`src/rtl/planar_drain_sequencer.sv`:
```
// planar_drain_sequencer: opens the chain of flow switches from the outlet
// (position 0) up to the switch serving the selected chamber, holds the
// drain path open, then closes it back down to the outlet.
//
// Optional feature macro: ROUTE_ABORT_EN adds an abort input. When abort is
// high in OPEN or DWELL, the path closes early from the highest set bit.
//
// Timing, counted from the acceptance edge (edge 0):
//   bit j of sw_en is set at edge j*SETTLE_CYC,
//   DWELL starts at edge (p+1)*SETTLE_CYC,
//   bit p is cleared at edge (p+1)*SETTLE_CYC + DWELL_CYC,
//   DONE is entered at edge 2*(p+1)*SETTLE_CYC + DWELL_CYC.
// done is high during the cycle after that edge. The acceptance-to-done latency
// is therefore 2*(p+1)*SETTLE_CYC + DWELL_CYC cycles. This is one cycle below
// the nominal formula because bit 0 is set on the acceptance edge itself.
module planar_drain_sequencer #(
  parameter int SETTLE_CYC = 8,
  parameter int DWELL_CYC  = 64
) (
  input  logic        clk,
  input  logic        rst,
  input  logic        req_valid,
  output logic        req_ready,
  input  logic [3:0]  req_pos,
  input  logic        req_side,
  output logic [11:0] sw_en,
  output logic        term_sel,
  output logic        busy,
  output logic        done,
  output logic        err
`ifdef ROUTE_ABORT_EN
  ,
  input  logic        abort
`endif
);

  typedef enum logic [2:0] {
    S_IDLE  = 3'd0,
    S_OPEN  = 3'd1,
    S_DWELL = 3'd2,
    S_CLOSE = 3'd3,
    S_DONE  = 3'd4
  } state_t;

  localparam logic [15:0] SETTLE_LD = 16'(SETTLE_CYC - 1);
  localparam logic [15:0] DWELL_LD  = 16'(DWELL_CYC - 1);

  // Positions 0 (outlet) and 6 (source switch) cannot serve a chamber.
  function automatic logic pos_valid(input logic [3:0] p);
    return ((p >= 4'd1) && (p <= 4'd5)) || ((p >= 4'd7) && (p <= 4'd11));
  endfunction

  state_t      state_q, state_d;
  logic [11:0] sw_en_q, sw_en_d;
  logic        term_sel_q, term_sel_d;
  logic [3:0]  pos_q, pos_d;
  logic [3:0]  idx_q, idx_d;
  logic [15:0] cnt_q, cnt_d;
  logic        busy_q, busy_d;
  logic        ready_q, ready_d;
  logic        done_q, done_d;
  logic        err_q, err_d;
  logic        abort_s;

`ifdef ROUTE_ABORT_EN
  assign abort_s = abort;
`else
  assign abort_s = 1'b0;
`endif

  // Next-state and next-output computation for the drain sequence.
  always_comb begin
    state_d    = state_q;
    sw_en_d    = sw_en_q;
    term_sel_d = term_sel_q;
    pos_d      = pos_q;
    idx_d      = idx_q;
    cnt_d      = (cnt_q != 16'd0) ? (cnt_q - 16'd1) : 16'd0;
    err_d      = 1'b0;
    case (state_q)
      S_IDLE: begin
        if (req_valid && ready_q) begin
          if (pos_valid(req_pos)) begin
            state_d    = S_OPEN;
            term_sel_d = req_side;
            pos_d      = req_pos;
            idx_d      = 4'd0;
            sw_en_d    = 12'h001;
            cnt_d      = SETTLE_LD;
          end else begin
            err_d = 1'b1;
          end
        end else begin
          state_d = S_IDLE;
        end
      end
      S_OPEN, S_DWELL: begin
        if (abort_s) begin
          // Close early, starting from the highest bit that is currently set.
          state_d = S_CLOSE;
          sw_en_d = sw_en_q & ~(12'd1 << idx_q);
          cnt_d   = SETTLE_LD;
        end else if (cnt_q != 16'd0) begin
          state_d = state_q;
        end else if (state_q == S_DWELL) begin
          state_d = S_CLOSE;
          sw_en_d = sw_en_q & ~(12'd1 << idx_q);
          cnt_d   = SETTLE_LD;
        end else if (idx_q == pos_q) begin
          state_d = S_DWELL;
          cnt_d   = DWELL_LD;
        end else begin
          idx_d   = idx_q + 4'd1;
          sw_en_d = sw_en_q | (12'd1 << (idx_q + 4'd1));
          cnt_d   = SETTLE_LD;
        end
      end
      S_CLOSE: begin
        if (cnt_q != 16'd0) begin
          state_d = S_CLOSE;
        end else if (idx_q == 4'd0) begin
          state_d = S_DONE;
        end else begin
          idx_d   = idx_q - 4'd1;
          sw_en_d = sw_en_q & ~(12'd1 << (idx_q - 4'd1));
          cnt_d   = SETTLE_LD;
        end
      end
      S_DONE: begin
        state_d = S_IDLE;
      end
      default: begin
        state_d = S_IDLE;
        sw_en_d = 12'h000;
      end
    endcase
    busy_d  = (state_d != S_IDLE);
    ready_d = (state_d == S_IDLE);
    done_d  = (state_d == S_DONE);
  end

  // State, timer and registered outputs, with synchronous reset.
  always_ff @(posedge clk) begin
    if (rst) begin
      state_q    <= S_IDLE;
      sw_en_q    <= 12'h000;
      term_sel_q <= 1'b0;
      pos_q      <= 4'd0;
      idx_q      <= 4'd0;
      cnt_q      <= 16'd0;
      busy_q     <= 1'b0;
      ready_q    <= 1'b1;
      done_q     <= 1'b0;
      err_q      <= 1'b0;
    end else begin
      state_q    <= state_d;
      sw_en_q    <= sw_en_d;
      term_sel_q <= term_sel_d;
      pos_q      <= pos_d;
      idx_q      <= idx_d;
      cnt_q      <= cnt_d;
      busy_q     <= busy_d;
      ready_q    <= ready_d;
      done_q     <= done_d;
      err_q      <= err_d;
    end
  end

  assign sw_en     = sw_en_q;
  assign term_sel  = term_sel_q;
  assign busy      = busy_q;
  assign req_ready = ready_q;
  assign done      = done_q;
  assign err       = err_q;

endmodule
```
`config.mk`:
```
export PLATFORM = sky130hd
export DESIGN_NAME = planar_drain_sequencer
export DESIGN_NICKNAME = d
export VERILOG_FILES = /design/src/rtl/planar_drain_sequencer.sv
export SDC_FILE = /design/constraint.sdc
export NUM_CORES = 1
export LEC_CHECK = 0
export CAP_MARGIN = 20
export CORE_MARGIN = 10
export CORE_UTILIZATION = 42
export DETAILED_ROUTE_END_ITERATION = 6
export PLACE_DENSITY = 0.61
export SKIP_CTS_REPAIR_TIMING = 1
export SYNTH_ARGS = -nofsm -noshare
export SYNTH_HDL_FRONTEND = slang
export SYNTH_SLANG_ARGS = --single-unit
```
`constraint.sdc`:
```
create_clock -name clk -period 3.39 [get_ports clk]
set_input_delay 0.678 -clock clk [delete_from_list [all_inputs] [get_ports clk]]
set_output_delay 0.678 -clock clk [all_outputs]
set_load 0.05 [all_outputs]
```
==> impl_metrics.yaml <==
global_routing:
  antenna_found_initial: 0
  top_usage_layer: "met2"
  grt_pass1_wl_mm: 11.1
  first_global_vias: 2245
  grtUsageMet1_pct: 18.1
  met3_usage_pct: 2.51
  grt_max_degree: 23
  use_met2_pct: 20.3
  overflow: 0
  grtUsageTotal_pct: 13.3
route:
  postRouteAntennaNets: 0
  dr_total_vias: 2441
  via_per_inst: 5.91
  avgRoutedWirePerCell_um: 16.1
  drt_iter0_drc: 211
  dr.pass1.iters: 5
  drcViolationCount: 0
  wirelength_mm: 6.67
placement:
  io_buffers: 24
  placed_area_mm2: 0.00293
  dpl.hpwl_mm: 4.90
  gp_congestion: 0.888
  dp_slack_ns: 0.568
final_layout:
  diodes: 0
  final_layout_size_suffix_gt1_share_pct: 9.76
  finish.utilization_pct: 50.9
  register_area_um2: 881
  multiInputGateArea_mm2: 0.00161
  syn2layout_area_growth_pct: 16.7
  final_nets: 358
  nFillCells: 599
  fin_area_mm2: 0.00305
sta:
  finalCritPeriodShare_pct: 82.4
  setup_viol: 0
  rsz0062_at_grt: "no"
  finalHoldViolations: 0
  worst_pin_slew_ns: 0.795
  slew_violations: 0
  max_freq_ghz: 0.358
  skew_ns: 0.00894
  max_slew_margin_pct: 46.9
  tns_ns: 0
  min_period_ns: 2.79
  fin_ws_ns: 0.598
yosys:
  seq_area_frac_synth_pct: 33.7
  mappedNetlistArea_mm2: 0.00261
  synth_area_per_cell_um2: 8.27
  synth_seq_cells: 44
  netlist_instances: 316
  syn_nets: 337
  ys_types: 59
  ys_warn_count: 0
  synth_enable_flop_cells: 0
  async_reset_ff_share_pct: 0
  ys.flop_type: "dfxtp_1"
floorplanning:
  rows: 28
  io-pin-count: 25
  die_area_mm2: 0.00978
  die_x_um: 98.9
  die_h_um: 98.9
  initial_core_util_pct: 43.6
  core_area_mm2: 0.00599
clock_tree:
  cts_buffer_depth: 2
  clkSinkCount: 44
  clockRootBuffer: "clkbuf_8"
  cts_tree: "built"
  path_clk_slew_ns: 0.09
  insertion_delay_ns: 0.30
  h-tree-depth: 2
  cts_made_buffers: 5
critical_path:
  crit_fanout: 8
  worstSetupPathType: "reg2reg"
  worstPathRequired_ns: 3.60
  worstReg2RegStart: "idx_q[0]"
  startpoint_type: "register"
  crit_arrival_ns: 3.00
  cp-end-kind: "register"
  critical_path.startpoint: "idx_q[0]"
pwr:
  ir_drop_mv: 0.435
  p_leak_nw: 1.24
  powerDensity_mw_per_mm2: 923
  power_w: 0.00281
job:
  drv_cap: 0
outcome:
  outcome: "completed"
worst_hold_path:
  hold_class: "reg2reg"
  hold_start: "sw_en[0]"
## synth_stat cells, types with 2 or more instances
library cell,instances,area share (%)
nor3_1,10,1.9
xnor2_1,8,2.7
clkbuf_1,11,1.6
nor2_1,36,5.2
a21o_1,4,1.1
nand3_1,9,1.7
a31oi_1,8,1.9
nand3b_1,2,0.57
o211a_1,2,0.77
buf_1,3,0.43
nor4_1,9,2.2
nand4_1,4,0.96
o21a_1,3,0.86
xor2_1,13,4.4
and3_1,3,0.72
dfxtp_1,44,34
o21ai_0,11,2.1
a21oi_1,31,5.9
or4_1,4,1.1
a311oi_1,3,1.0
ha_1,13,6.2
o311ai_0,2,0.67
nand2b_1,3,0.72
or2_2,2,0.48
mux2i_1,5,1.9
o311a_1,2,0.77
nor2b_1,3,0.72
inv_1,11,1.6
a211oi_1,2,0.57
nand2_1,21,3.0
buf_2,4,0.77
o211ai_1,3,0.86
## sequential cells by signal, indices dropped and copies added (netlist names)
signal / flops
done: 1
pos_q: 4
term_sel: 1
sw_en: 12
err: 1
state_q: 3
busy: 1
req_ready: 1
cnt_q: 16
idx_q: 4
## layout by cell type, fill, tap and decap left out, drive strengths merged, types with 3 or more instances in the layout
master         Yosys  final
nor4               9      9
o211ai             3      3
dfxtp             44     44
a311oi             3      3
nand2b             3      3
nand2             22     22
xor2              13     13
nor2              37     37
o21ai             11     11
mux2i              5      5
a31oi              8      8
o21a               3      3
nand4              5      5
and3               4      4
ha                13     13
a21o               4      4
clkdlybuf4s50      0     24
xnor2              8      8
clkbuf            11      5
inv               11     12
nand3             10     10
buf                8      9
a21oi             31     31
or4                5      5
nor2b              3      3
nor3              10     10
or2                3      3
## critical path, stage by stage (launching register included)
cell and delay [ns]:
dfxtp_1 0.51, inv_1 0.17, ha_1 0.34, or3b_2 0.32, nor2_1 0.06, a31oi_1 0.43, nand4_2 0.30, o311a_1 0.42
a21o_1 0.15
## path summary, 6_finish.rpt
kind,endpoint,slack [ns],cells past startpoint
hold reg to reg,sw_en[0],0.48,2
setup reg to reg,sw_en[6],0.60,8
hold / removal,sw_en[0],0.48,2
setup / recovery,sw_en[6],0.60,8
## area by class of cell
type | count | share of cell area [%]
multi-input cells | 242 | 52.8
flip-flops and latches | 44 | 28.9
repair buffers | 33 | 10.1
well taps | 75 | 3.08
clock buffers | 5 | 2.26
clock inverters | 3 | 1.52
inverters | 11 | 1.35
## power breakdown
part,internal [W],switching (W),leakage [nW]
registers,0.000651,0.000137,0.359
logic,0.000627,0.000984,0.827
clock network,0.000222,0.000192,0.0548
total,0.00150,0.00131,1.24
## layer usage
layer	vias up	part of all wire (%)
met1	1151	49
li1	1192	-
met3	16	5.2
met2	82	44
met4	0	1.8
met5	-	0
## through the flow
step                hold slack (ns)  std cells
finish                        0.476        413
global route                  0.500        413
CTS                           0.477        413
detailed placement            0.464        405
global placement              0.463        405
floorplan                     0.480        316
## cells by family (layout without fill, tap and decap cells)
family | Yosys count | in the layout | share of synthesized area [%]
and+or+nand+nor | 119 | 119 | 24.6
adders and majority gates | 13 | 13 | 6.23
muxes | 5 | 5 | 1.92
buffers and inverters | 30 | 52 | 4.65
xor gates and xnor gates | 21 | 21 | 7.04
DFF | 44 | 44 | 33.7
AOI/OAI and AO/OA | 84 | 84 | 21.8
Power figures use the tool's default switching activity.
